`config.mk`:
```
export PLATFORM = sky130hd
export DESIGN_NAME = operand_fetch
export DESIGN_NICKNAME = d
export VERILOG_FILES = /design/src/rtl/operand_fetch_pkg.sv /design/src/rtl/operand_fetch_scoreboard.sv /design/src/rtl/operand_fetch.sv
export SDC_FILE = /design/constraint.sdc
export NUM_CORES = 1
export LEC_CHECK = 0
export ABC_AREA = 0
export CAP_MARGIN = 10
export CORE_MARGIN = 3
export CORE_UTILIZATION = 25
export CTS_CLUSTER_DIAMETER = 40
export DETAILED_ROUTE_END_ITERATION = 12
export HOLD_SLACK_MARGIN = 0.05
export MAX_ROUTING_LAYER = met4
export SLEW_MARGIN = 20
export SYNTH_ARGS = -nofsm -noshare
export SYNTH_HDL_FRONTEND = slang
export SYNTH_SLANG_ARGS = --single-unit
```
`constraint.sdc`:
```
create_clock -name clk -period 7 [get_ports clk]
set_input_delay 1.4 -clock clk [delete_from_list [all_inputs] [get_ports clk]]
set_output_delay 1.4 -clock clk [all_outputs]
set_load 0.005 [all_outputs]
```
`src/rtl/operand_fetch_pkg.sv`:
```
// Shared sizing constants for the operand fetch stage and its busy scoreboard.
package operand_fetch_pkg;
  localparam int WIDTH    = 32;
  localparam int NREGS    = 32;
  localparam int AW       = 5;
  localparam int REG_ZERO = 0;
endpackage

```
`src/rtl/operand_fetch_scoreboard.sv`:
```
// Busy-bit scoreboard of registers with a writeback still outstanding; flags
// RAW hazards on either source and WAW hazards on the destination.
module operand_fetch_scoreboard
  import operand_fetch_pkg::*;
#(
  parameter int NREGS_P = NREGS,
  parameter int AW_P    = AW
) (
  input  logic            clk,
  input  logic            reset,
  input  logic            set_en,
  input  logic [AW_P-1:0] set_addr,
  input  logic            clr_en,
  input  logic [AW_P-1:0] clr_addr,
  input  logic [AW_P-1:0] rs1,
  input  logic [AW_P-1:0] rs2,
  input  logic [AW_P-1:0] rd,
  input  logic            rd_we,
  output logic            hazard
);
  localparam logic [AW_P-1:0] R0 = AW_P'(REG_ZERO);

  logic [NREGS_P-1:0] busy;
  logic               rs1_pending;
  logic               rs2_pending;
  logic               rd_pending;

  // A writeback landing this cycle releases the register immediately.
  assign rs1_pending = busy[rs1] && (rs1 != R0) && !(clr_en && (clr_addr == rs1));
  assign rs2_pending = busy[rs2] && (rs2 != R0) && !(clr_en && (clr_addr == rs2));
  assign rd_pending  = rd_we && busy[rd] && (rd != R0) && !(clr_en && (clr_addr == rd));
  assign hazard      = rs1_pending || rs2_pending || rd_pending;

  // The set is written after the clear so a same-cycle set of one register wins.
  always_ff @(posedge clk) begin
    if (reset) begin
      busy <= '0;
    end else begin
      if (clr_en && (clr_addr != R0)) busy[clr_addr] <= 1'b0;
      if (set_en && (set_addr != R0)) busy[set_addr] <= 1'b1;
    end
  end
endmodule

```
`src/rtl/operand_fetch.sv`:
```
// Operand fetch: accepts decoded instructions, reads the register file, forwards
// same-cycle writebacks and presents registered operands to execute.
module operand_fetch
  import operand_fetch_pkg::*;
#(
  parameter int WIDTH_P = WIDTH,
  parameter int NREGS_P = NREGS,
  parameter int AW_P    = AW
) (
  input  logic               clk,
  input  logic               reset,
  input  logic               req_valid,
  output logic               req_ready,
  input  logic [AW_P-1:0]    req_rs1,
  input  logic [AW_P-1:0]    req_rs2,
  input  logic [AW_P-1:0]    req_rd,
  input  logic               req_rd_we,
  output logic [AW_P-1:0]    rf_raddr1,
  output logic [AW_P-1:0]    rf_raddr2,
  input  logic [WIDTH_P-1:0] rf_rdata1,
  input  logic [WIDTH_P-1:0] rf_rdata2,
  input  logic               wb_valid,
  input  logic [AW_P-1:0]    wb_addr,
  input  logic [WIDTH_P-1:0] wb_data,
  output logic               out_valid,
  input  logic               out_ready,
  output logic [WIDTH_P-1:0] op_a,
  output logic [WIDTH_P-1:0] op_b,
  output logic [AW_P-1:0]    out_rd,
  output logic               out_rd_we
);
  localparam logic [AW_P-1:0] R0 = AW_P'(REG_ZERO);

  logic               hazard;
  logic               slot_free;
  logic               accept;
  logic [AW_P-1:0]    held_rs1;
  logic [AW_P-1:0]    held_rs2;
  logic               fwd1;
  logic               fwd2;
  logic [WIDTH_P-1:0] fwd_data1;
  logic [WIDTH_P-1:0] fwd_data2;

  // Handshake: a transfer happens on any rising edge where valid and ready are
  // both high; ready never depends on valid on the same side.
  assign slot_free = !out_valid || out_ready;
  assign req_ready = slot_free && !hazard;
  assign accept    = req_valid && req_ready;

  // Keep presenting the held addresses so rf_rdata stays valid while stalled.
  assign rf_raddr1 = accept ? req_rs1 : held_rs1;
  assign rf_raddr2 = accept ? req_rs2 : held_rs2;

  operand_fetch_scoreboard #(
    .NREGS_P(NREGS_P),
    .AW_P   (AW_P)
  ) u_sb (
    .clk     (clk),
    .reset   (reset),
    .set_en  (accept && req_rd_we),
    .set_addr(req_rd),
    .clr_en  (wb_valid),
    .clr_addr(wb_addr),
    .rs1     (req_rs1),
    .rs2     (req_rs2),
    .rd      (req_rd),
    .rd_we   (req_rd_we),
    .hazard  (hazard)
  );

  always_ff @(posedge clk) begin
    if (reset) begin
      out_valid <= 1'b0;
      out_rd    <= '0;
      out_rd_we <= 1'b0;
      held_rs1  <= '0;
      held_rs2  <= '0;
      fwd1      <= 1'b0;
      fwd2      <= 1'b0;
      fwd_data1 <= '0;
      fwd_data2 <= '0;
    end else if (accept) begin
      out_valid <= 1'b1;
      out_rd    <= req_rd;
      out_rd_we <= req_rd_we;
      held_rs1  <= req_rs1;
      held_rs2  <= req_rs2;
      // The rf sees this cycle's write only after the read, so capture it here.
      fwd1      <= wb_valid && (wb_addr == req_rs1) && (req_rs1 != R0);
      fwd2      <= wb_valid && (wb_addr == req_rs2) && (req_rs2 != R0);
      fwd_data1 <= wb_data;
      fwd_data2 <= wb_data;
    end else if (out_ready) begin
      out_valid <= 1'b0;
    end
  end

  always_comb begin
    op_a = '0;
    op_b = '0;
    if (out_valid) begin
      if (fwd1)                op_a = fwd_data1;
      else if (held_rs1 != R0) op_a = rf_rdata1;
      if (fwd2)                op_b = fwd_data2;
      else if (held_rs2 != R0) op_b = rf_rdata2;
    end
  end
endmodule

```
# Word level (Yosys, flattened, before mapping)
# Index checks and enable logic that the tools add are counted.
# op_classes
n_shift	0
n_mul	0
mux	23
magnitude_cmp	6
n_div	0
reduce_logical	34
eq_ne	3
bitwise	3
add_sub_neg	0
# op_table
cell	count
$mux 32	9
$and 32x32->32	1
$not 32->32	1
$or 32x32->32	1
$reduce_bool 5->1	6
$lt 5x6->1 const B	4
$logic_and 1x1->1	19
$bmux 1 s5	3
$eq 5x5->1	3
$demux 1 s5	2
$ge 5x1->1 const B	2
$mux 5	2
$mux 1	7
$logic_not 1->1	5
$logic_or 1x1->1	3
$reduce_bool 2->1	1
# word_totals
memories	0
reg_bits	83
out_inout_bits	82
mem_bits_rw	0
romBits	0
latchBits	0

# Logic depth before layout (Yosys ltp)
# Gate-level depths: netlist (run 1).
# depth
ltp_word	12
depth_mapped	10
ltp_nobuf	6

# By module
# Synthesis (run 1) repeated with hierarchy kept, for this count alone.
# unflattened
hier_cells	845
area_unflattened_um2	6247.2
# modules_own_cells
module	cells_each	seq_area_each_um2	area_each_um2	n_inst
operand_fetch	554	1021.0	3803.6	1
operand_fetch_scoreboard	291	640.6	2443.6	1

# Worst setup path before layout (run 1)
# OpenSTA, ideal clock, no wires.
# synth_timing
kind	in2out
startpoint	input req_rs1[2]
endpoint	output rf_raddr1[0]
n_path_buf	3
t_arrival_ps	3611
path_stages	9
path_slack_ps	1989
required_time_ps	5600
cell_sequence	clkbuf_1 > mux4_2 > mux2_2 > nor3b_1 > o41ai_2 > or3_1 > buf_4 > buf_6 > mux2_1
# synth_between
elab_chain_cells	10
word_cells_on_any_way	14
cone_classes	eq/ne (1); mux (3); reduce/logical (10)
# synth_lines
element	line	source
from (decl)	operand_fetch.sv:14	input logic [AW_P-1:0] req_rs1,
$bmux 1 s5 or $eq 5x5->1 (tied branches)	operand_fetch_scoreboard.sv:29	assign rs1_pending = busy[rs1] && (rs1 != R0) && !(clr_en && (clr_addr == rs1));
$mux 1 (implied by the code) or $logic_and 1x1->1 (tied branches)	operand_fetch_scoreboard.sv:29	
$logic_and 1x1->1 or $logic_not 1->1 (tied branches)	operand_fetch_scoreboard.sv:29	
$logic_and 1x1->1 (*)	operand_fetch_scoreboard.sv:29	
$logic_or 1x1->1 (*) (2 in series)	operand_fetch_scoreboard.sv:32	assign hazard = rs1_pending || rs2_pending || rd_pending;
$logic_not 1->1 (*)	operand_fetch.sv:47	assign req_ready = slot_free && !hazard;
$logic_and 1x1->1 (*)	operand_fetch.sv:47	
$logic_and 1x1->1 (*)	operand_fetch.sv:48	assign accept = req_valid && req_ready;
$mux 5 (*)	-	
to (decl)	operand_fetch.sv:18	output logic [AW_P-1:0] rf_raddr1,
# Mark *: on every way between the ends. The rest lies on a longest branch, timed or not. The select of a mux whose other input is x is not followed.

# Worst setup path after layout (run 1)
# layout_timing
startpoint	input req_rs2[0]
endpoint	output rf_raddr1[1]
# layout_between
elab_chain_cells	10
word_cells_on_any_way	14
cone_classes	eq/ne (1); mux (3); reduce/logical (10)
# layout_lines
element	line	source
from (decl)	operand_fetch.sv:15	input logic [AW_P-1:0] req_rs2,
$bmux 1 s5 or $eq 5x5->1 (tied branches)	operand_fetch_scoreboard.sv:30	assign rs2_pending = busy[rs2] && (rs2 != R0) && !(clr_en && (clr_addr == rs2));
$mux 1 (implied by the code) or $logic_and 1x1->1 (tied branches)	operand_fetch_scoreboard.sv:30	
$logic_and 1x1->1 or $logic_not 1->1 (tied branches)	operand_fetch_scoreboard.sv:30	
$logic_and 1x1->1 (*)	operand_fetch_scoreboard.sv:30	
$logic_or 1x1->1 (*) (2 in series)	operand_fetch_scoreboard.sv:32	
$logic_not 1->1 (*)	operand_fetch.sv:47	
$logic_and 1x1->1 (*)	operand_fetch.sv:47	
$logic_and 1x1->1 (*)	operand_fetch.sv:48	
$mux 5 (*)	-	
# Marks and branches as above.

==> metrics.md, run 1 <==
| Metric | Value |
|---|---|
| Maxcap violations | `0` |
| Post-CTS setup buffers | `0` |
| Final Slew Violations | `0` |
| Core area | `23540 µm²` |
| Yosys cell types | `53` |
| Layout cells sized above 1 | `0.1473` |
| Synth area leaders | `dfxtp_1 28%, a22oi_1 8.4%, a31o_2 7.5%` |
| Final setup TNS | `0 ns` |
| Clock Latency Late Sink | `0.35 ns` |
| Worst-path clk slew | `0.06 ns` |
| Post-CTS sizing | `0` |
| Final instance area | `8577 µm²` |
| Register area share after synthesis | `0.2774` |
| Top-area cell type share of the netlist area | `0.2774` |
| Max Fanout on Critical Path | `28` |
| Remaining Overflow, GRT | `0` |
| Hold-fix buffers, CTS | `0` |
| P&R area growth vs syn | `43.20%` |
| Power Density | `161.8 nW/µm²` |
| Crit Path Category | `input pin to output port` |
| Hold Path Class | `flop to flop` |
| WP data required | `5.60 ns` |
| Maximum buffer depth of the clock tree | `2` |
| RSZ-0062 raised after global routing | `no` |
| Synth Flop Type | `dfxtp_1` |
| CP Launch Type | `input pin` |
| Clock Skew | `0.01269 ns` |
| Final setup viols | `0` |
| Status | `finished, final reports clean` |
| CTS tree | `yes` |
| Final ANT Viol Nets | `0` |
| Mapped Nets | `829` |
| Clk sinks | `83` |
| Initial detailed-routing violation count | `640` |
| Via Count | `6533` |
| Initial antenna violation count | `1` |
| Routability congestion estimate | `0.9602` |
| Peak VDD IR | `0.09325 mV` |
| Row count | `56` |
| Post-synth top area cell | `dfxtp_1` |
| Number of enable flip-flop cells after synthesis | `0` |
| Cell Area, Placed | `8260 µm²` |
| 1st-pass router iterations | `5` |
| Routed wire length | `25030 µm` |
| Io pins | `204` |
| Syn Std Cell Area | `5989 µm²` |
| H-Tree Depth | `3` |
| Mean post-synth cell area | `8.472 µm²` |
| Number of global-route vias before repair | `6244` |
| Yosys warning count | `0` |
| Arrival @ worst endpoint | `5.16 ns` |
| GRT Total Usage | `0.1913` |
| Asr flop ratio synth | `0` |
| Commonest non-fill, non-tap cell in the layout | `clkdlybuf4s50_1` |
| Chip Width | `160.8 µm` |
| Mapped Cells | `707` |
| Synthesis-stage register bit count | `83` |
| Residual DRC | `0` |
| Hold WS | `0.4620 ns` |
| First-pass GRT wire length | `37830 µm` |
| Largest net degree at the start of global routing | `83` |
| Nets | `979` |
| FMAX | `0.1525 GHz` |
| Most frequent cells in the layout | `203 x clkdlybuf4s50_1, 83 x dfxtp_1, 71 x nor2b_1, 67 x a22oi_1, 67 x nand2_1` |
| Final Hold Vio Count | `0` |
| Routed length per placed instance | `21.17 µm` |
| Die area | `25850 µm²` |
| Inserted Clock Buffers | `9` |
| Vias per cell | `5.527` |
| Crit path capture type | `output port` |
| DP Wirelength | `17690 µm` |
| Worst-Margin Slew | `0.8102 ns` |
| IO buf count | `203` |
| Root Buffer | `clkbuf_16` |
| Leak pwr | `2.986 nW` |
| Starting density of the core | `0.2544` |
| Die Y | `160.8 µm` |
| Slew HR | `0.4599` |
| Crit share post-route | `0.9369` |
| Final Critical Period | `6.558 ns` |
[final timing paths]
path / slack (ns) / from / cells past startpoint / to
min reg2reg: 0.46 / fwd1 / 2 / fwd1
max: 0.44 / req_rs2[0] / 8 / rf_raddr1[1]
max reg2reg: 3.75 / u_sb.busy[22] / 7 / u_sb.busy[26]
min: 0.46 / fwd1 / 2 / fwd1
[metrics by stage]
stage / instances / util / power [mW] / worst slack, ns
global route: 1182 / 0.3643 / 1.449 / 0.2845
detailed placement: 1165 / 0.3509 / 0.8915 / 0.3917
global placement: 1165 / 0.3509 / 0.8909 / 0.4129
CTS: 1181 / 0.3642 / 1.399 / 0.3888
finish: 1182 / 0.3643 / 1.388 / 0.4417
floorplan: 707 / - / 0.7122 / 1.989
[sequential cells by signal (all words and copies together), names as in the netlist, 5 cells and up]
register   flops
u_sb.busy     32
held_rs2       5
held_rs1       5
out_rd         5
fwd_data2     32
[cell families (layout without fill, tap and decap cells)]
family	Yosys count	in the layout	synth area share
compound gates	194	194	0.2661
buf+inv	94	249	0.06664
flops	83	83	0.2774
other cells	0	1	0
xor+xnor	15	15	0.02194
mux	46	46	0.1126
simple gates	275	275	0.2553
[layer usage]
layer / GRT usage / wire length (µm) / up-vias
li1: - / - / 3026
met1: 0.2452 / 10380 / 3153
met2: 0.2929 / 11700 / 297
met3: 0.03353 / 1857 / 57
met4: 0.09112 / 1097 / 0
met5: - / 0 / -
[where the power goes]
group	leakage, nW	internal (mW)	switching, mW	total, mW
sequential	0.674	0.491	0.0178	0.509
clock	0.156	0.297	0.208	0.505
combinational	2.16	0.183	0.190	0.373
total	2.99	0.972	0.416	1.39
[critical path, cell delays in order]
cell and delay (ns):
clkdlybuf4s50_1 0.90, mux4_2 0.58, a22o_1 0.24, o21ai_1 0.23, a21boi_4 0.09, or3_2 0.80, mux2_1 0.43, clkdlybuf4s50_1 0.48
[Yosys cell counts (4+ instances only)]
master	n
dfxtp_1	83
nor2b_1	71
a22oi_1	67
nand2_1	67
clkbuf_1	65
a31o_2	51
nor4_1	48
nand3_1	22
mux2i_1	19
mux4_2	16
buf_2	13
nor3_1	12
o31ai_1	11
a21oi_1	10
nor2_1	9
nand4_1	8
o211ai_1	8
o221ai_1	8
xor2_1	8
mux2_1	7
nand3b_1	7
xnor2_1	7
a41o_1	6
and3_1	6
inv_1	6
o211a_1	6
o41ai_2	6
o21ai_0	5
or3b_2	5
a22o_1	4
buf_1	4
mux2_2	4
nand2b_1	4
or3_1	4
or4_1	4
[final cells by class]
| type | count | area, µm² |
|---|---|---|
| Inverter | 7 | 27.53 |
| Tap cell | 319 | 399.1 |
| Clock inverter | 5 | 61.31 |
| Sequential cell | 83 | 1662 |
| Multi-Input combinational cell | 530 | 3968 |
| Timing Repair Buffer | 226 | 2205 |
| Fill cell | 2436 | 14970 |
| Clock buffer | 11 | 252.7 |
| Antenna cell | 1 | 2.502 |
(Power assumes the default switching activity.)
==> inputs of run 2 (changes only) <==
Settings changed: CTS_CLUSTER_SIZE set to 16, PLACE_DENSITY set to 0.56, RECOVER_POWER set to 50.
==> run 2 against run 1 <==
Design area decreased by 0.13%. Count of clock-buffer cells in the layout decreased by 2. Highest routed layer unchanged. Maximum frequency decreased by 1.2%. The run now ends with capacitance limit, slew limit left. Die area unchanged.
==> metrics.md, run 2 (synthesis gave the netlist of run 1 again) <==
| Metric | Value |
|---|---|
| Die Y | `160.8 µm` |
| Number of global-route vias before repair | `6235` |
| Final instance area | `8566 µm²` |
| Hold Path Class | `flop to flop` |
| Crit share post-route | `0.9478` |
| GRT Total Usage | `0.1930` |
| Chip Width | `160.8 µm` |
| Maxcap violations | `1` |
| Final ANT Viol Nets | `0` |
| Post-CTS sizing | `0` |
| Peak VDD IR | `0.08748 mV` |
| Leak pwr | `3.216 nW` |
| Vias per cell | `5.494` |
| Maximum buffer depth of the clock tree | `2` |
| Io pins | `204` |
| Slew HR | `-0.5804` |
| H-Tree Depth | `3` |
| CP Launch Type | `input pin` |
| Worst-path clk slew | `0.06 ns` |
| Top Registers | `fwd_data2 x32, u_sb.busy x32` |
| Clock Skew | `0.01097 ns` |
| Status | `complete, but fails checks` |
| Busiest grt layer | `met2` |
| Layout cells sized above 1 | `0.1472` |
| Core area | `23540 µm²` |
| GR Layer Usage met2 | `0.3039` |
| Failing checks | `capacitance limit, slew limit` |
| R2R depth | `9` |
| Most frequent cells in the layout | `131 x clkdlybuf4s50_1, 83 x dfxtp_1, 72 x dlygate4sd3_1, 71 x nor2b_1` |
| Arrival @ worst endpoint | `5.23 ns` |
| Power Density | `160.7 nW/µm²` |
| Initial detailed-routing violation count | `727` |
| Routed wire length | `25230 µm` |
| Crit Path Category | `input pin to output port` |
| Hold-fix buffers, CTS | `0` |
| ANT cells | `0` |
| Inserted Clock Buffers | `9` |
| Final Critical Period | `6.635 ns` |
| Largest net degree at the start of global routing | `81` |
| Via Count | `6494` |
| Hold Path Cell Cnt | `2` |
| Met3 GRT Util | `0.03198` |
| Starting density of the core | `0.2544` |
| Final Slew Violations | `67` |
| Final setup viols | `0` |
| Final Hold Vio Count | `0` |
| P&R area growth vs syn | `43.01%` |
| 1st-pass router iterations | `7` |
| Remaining Overflow, GRT | `0` |
| WP data required | `5.60 ns` |
| Worst-Margin Slew | `2.371 ns` |
| Cell Area, Placed | `8268 µm²` |
| Fillers | `2463` |
| Row count | `56` |
| Die area | `25850 µm²` |
| Root Buffer | `clkbuf_16` |
| First-pass GRT wire length | `38200 µm` |
| Residual DRC | `0` |
| FMAX | `0.1507 GHz` |
| Clk sinks | `83` |
| CTS tree | `yes` |
| Routability congestion estimate | `0.9357` |
| Initial antenna violation count | `0` |
| Post-CTS setup buffers | `0` |
| IO buf count | `203` |
| RSZ-0062 raised after global routing | `no` |
| Commonest non-fill, non-tap cell in the layout | `clkdlybuf4s50_1` |
| Nets | `980` |
| Routed length per placed instance | `21.34 µm` |
| Hold WS | `0.4627 ns` |
| Final setup TNS | `0 ns` |
| Met1 Use GR | `0.2496` |
| DP Wirelength | `17900 µm` |
| Clock Latency Late Sink | `0.35 ns` |
| Crit path capture type | `output port` |
| Max Fanout on Critical Path | `20` |
-- run 2: cell types whose count changed in the layout (fill, tap and decap cells not counted), moves of 2 or more --
cell | before | now
clkdlybuf4s50_1 | 203 | 131
dlygate4sd3_1 | 0 | 72
clkinv_4 | 3 | 1
clkbuf_8 | 2 | 0
-- run 2: worst paths after layout --
check                                 from       endpoint  slack (ns)
worst max-delay path            req_rs2[0]   rf_raddr1[0]        0.37
worst min-delay path             out_rd[4]      out_rd[4]        0.46
worst max register to register   out_valid  u_sb.busy[31]        3.00
worst min register to register   out_rd[4]      out_rd[4]        0.46
-- run 2: power by group --
group          total, mW  internal, mW  leakage, nW  switching, mW
logic              0.373         0.179         2.39          0.194
registers          0.509         0.491        0.674         0.0174
clock network      0.495         0.280        0.148          0.215
-- run 2: per-layer routing --
| layer | up-vias | part of all wire |
|---|---|---|
| met5 | - | 0 |
| met4 | 0 | 0.033 |
| met3 | 52 | 0.063 |
| met2 | 260 | 0.47 |
| met1 | 3155 | 0.43 |
| li1 | 3027 | - |
-- run 2: final cells by class --
class / count / area (µm²) / area share
flip-flops and latches: 83 / 1662 / 0.1940
inverters: 7 / 27.53 / 0.003214
multi-input cells: 530 / 3968 / 0.4632
clock inverters: 7 / 76.32 / 0.008910
clock buffers: 9 / 225.2 / 0.02629
repair buffers: 227 / 2208 / 0.2578
well taps: 319 / 399.1 / 0.04660
-- run 2: through the flow --
| stage | util | setup slack, ns | total power, mW | instances |
|---|---|---|---|---|
| 2_1_floorplan | - | 1.989 | 0.7122 | 707 |
| 3_3_place_gp | 0.3512 | 0.4869 | 0.8949 | 1166 |
| 3_5_place_dp | 0.3512 | 0.4634 | 0.8951 | 1166 |
| 4_1_cts | 0.3640 | 0.4050 | 1.390 | 1182 |
| 5_1_grt | 0.3638 | 0.1943 | 1.434 | 1182 |
| 6_report | 0.3638 | 0.3654 | 1.377 | 1182 |
-- run 2: critical path: stages --
cell and delay (ns):
dlygate4sd3_1 0.97, mux4_2 0.59, a22o_1 0.24, o21ai_1 0.27, a21boi_4 0.10, or3_2 0.76, mux2_1 0.42, clkdlybuf4s50_1 0.45
==> inputs of run 3 (changes only) <==
Settings changed: CTS_CLUSTER_DIAMETER 40 to not set.
Clock period 7 ns to 8.5 ns, I/O delays scaled along.
==> run 3 against run 2 <==
The run still ends with capacitance limit, slew limit left. Critical path type unchanged. Core utilization is 0.32 points lower. Highest routed layer unchanged. Sequential share of layout area rose by 0.17 points. Die area is the same. Wire length decreased by 0.80%.
==> metrics.md, run 3 (synthesis gave the netlist of run 1 again) <==
| Metric | Value |
|---|---|
| Post-CTS sizing | `0` |
| RSZ-0062 raised after global routing | `no` |
| Routed wire length | `25030 µm` |
| Final Power | `1.126 mW` |
| Peak VDD IR | `0.09085 mV` |
| R2R depth | `9` |
| Worst hold endpoint | `out_rd[3]` |
| Final Hold Vio Count | `0` |
| Worst R2R Start | `out_valid` |
| Critical-path cell list | `dlygate4sd3_1 -> mux4_2 -> mux2_2 -> nor3b_1 -> o41ai_1 -> or3_2 -> mux2_1 -> clkdlybuf4s50_1` |
| Io pins | `204` |
| Final setup TNS | `0 ns` |
| CP peak stage delay | `0.98 ns` |
| Routed length per placed instance | `21.26 µm` |
| Placed insts | `1160` |
| Layout cells sized above 1 | `0.1355` |
| Chip Width | `160.8 µm` |
| Nets | `974` |
| Worst-path clk slew | `0.06 ns` |
| Maxcap violations | `2` |
| FMAX | `0.1346 GHz` |
| Power Density | `132.6 nW/µm²` |
| Commonest non-fill, non-tap cell in the layout | `clkdlybuf4s50_1` |
| Initial detailed-routing violation count | `670` |
| Flop pwr share | `0.372` |
| Clock Latency Late Sink | `0.35 ns` |
| Core area | `23540 µm²` |
| CTS tree | `yes` |
| Leak pwr | `3.172 nW` |
| CP Launch Type | `input pin` |
| Hold_sp | `out_rd[3]` |
| Failing checks | `capacitance limit, slew limit` |
| Starting density of the core | `0.2544` |
| Hold-fix buffers, CTS | `0` |
| Maximum buffer depth of the clock tree | `2` |
| Final setup viols | `0` |
| H-Tree Depth | `3` |
| Root Buffer | `clkbuf_16` |
| Initial antenna violation count | `2` |
| IO buf count | `203` |
| Number of global-route vias before repair | `6222` |
| Clock network fraction of total power | `0.360` |
| Setup slack, reg-to-reg | `2.89 ns` |
| Via Count | `6531` |
| P_int | `0.7840 mW` |
| First-pass GRT wire length | `38440 µm` |
| Most frequent cells in the layout | `131 x clkdlybuf4s50_1, 83 x dfxtp_1, 72 x dlygate4sd3_1, 71 x nor2b_1` |
| Worst-Margin Slew | `2.519 ns` |
| Die Y | `160.8 µm` |
| NetSw | `0.3420 mW` |
| 1st-pass router iterations | `6` |
| Arrival @ worst endpoint | `5.73 ns` |
| Inserted Clock Buffers | `9` |
| Remaining Overflow, GRT | `0` |
| DP Wirelength | `17380 µm` |
| Die area | `25850 µm²` |
| Slew HR | `-0.6792` |
| Final Critical Period | `7.432 ns` |
| Final ANT Viol Nets | `0` |
| Max Fanout on Critical Path | `45` |
| Crit-path slowest cell | `dlygate4sd3_1` |
| Crit Path Category | `input pin to output port` |
| GRT Total Usage | `0.1918` |
| WP data required | `6.80 ns` |
| CP top delay family | `buffers and inverters` |
| Largest net degree at the start of global routing | `105` |
| Logic gate share of total power | `0.268` |
| P&R area growth vs syn | `41.74%` |
| Clk sinks | `83` |
| Non-filler instance count after layout | `1177` |
| Status | `complete, but fails checks` |
| Top Registers | `fwd_data2 x32, u_sb.busy x32` |
| Vias per cell | `5.549` |
| Residual DRC | `0` |
| Row count | `56` |
| Sw Ratio | `0.3037` |
| Crit path capture type | `output port` |
| Clock Skew | `0.005883 ns` |
| Worst Path Buf+Inv | `2` |
| Hold Path Class | `flop to flop` |
| Crit share post-route | `0.8744` |
| Post-CTS setup buffers | `0` |
| Final Slew Violations | `120` |
| Hold Path Cell Cnt | `2` |
| R2R Path End | `u_sb.busy[28]` |
| Routability congestion estimate | `0.9445` |
run 3: metrics by stage:
stage,setup WS [ns],instance area (µm²),hold slack (ns),utilization
after floorplan,2.889,5989,0.4641,-
final,1.068,8489,0.4636,0.3606
after global placement,1.052,8223,0.4576,0.3493
after detailed placement,1.035,8223,0.4628,0.3493
after CTS,1.014,8514,0.4712,0.3617
after global routing,0.8727,8489,0.5016,0.3606
run 3: power by group through the flow:
stage | logic [mW] | registers [mW] | clock network (mW)
after CTS | 0.308 | 0.419 | 0.412
after floorplan | 0.164 | 0.422 | 0
final | 0.302 | 0.419 | 0.406
after detailed placement | 0.306 | 0.428 | 0
after global routing | 0.326 | 0.421 | 0.427
after global placement | 0.306 | 0.428 | 0
run 3: cell type report:
cell class | count | area (µm²)
Tap cell | 319 | 399.1
Multi-Input combinational cell | 530 | 3949
Sequential cell | 83 | 1662
Clock inverter | 4 | 48.80
Fill cell | 2444 | 15050
Timing Repair Buffer | 221 | 2156
Antenna cell | 2 | 5.005
Clock buffer | 11 | 242.7
Inverter | 7 | 27.53
run 3: worst max-delay path by stage:
| stage | depth (start not counted) | endpoint | startpoint |
|---|---|---|---|
| 2_1_floorplan | 9 | rf_raddr1[0] | req_rs1[2] |
| 3_3_place_gp | 8 | rf_raddr1[1] | req_rs1[1] |
| 3_5_place_dp | 8 | rf_raddr2[2] | req_rs1[1] |
| 4_1_cts | 8 | rf_raddr2[2] | req_rs1[1] |
| 5_1_grt | 8 | rf_raddr1[1] | req_rs1[1] |
| 6_report | 8 | rf_raddr2[2] | req_rs1[1] |
run 3: per-layer routing:
| metal | up-vias | part of all wire | track usage | routed length (µm) |
|---|---|---|---|---|
| met5 | - | 0 | - | 0 |
| li1 | 3007 | - | - | - |
| met4 | 0 | 0.027 | 0.06062 | 671 |
| met3 | 46 | 0.059 | 0.02992 | 1477 |
| met2 | 287 | 0.48 | 0.3081 | 12030 |
| met1 | 3191 | 0.43 | 0.2487 | 10850 |
run 3: worst register-to-register path, cell delays in order (launching register included):
cell and delay, ns:
dfxtp_1 0.31, clkbuf_1 1.61, nand2b_1 0.36, nand2_1 0.17
inv_1 0.05, o41ai_1 0.07, clkbuf_1 1.82, nor3_1 0.25
clkbuf_1 0.48, a31o_2 0.37
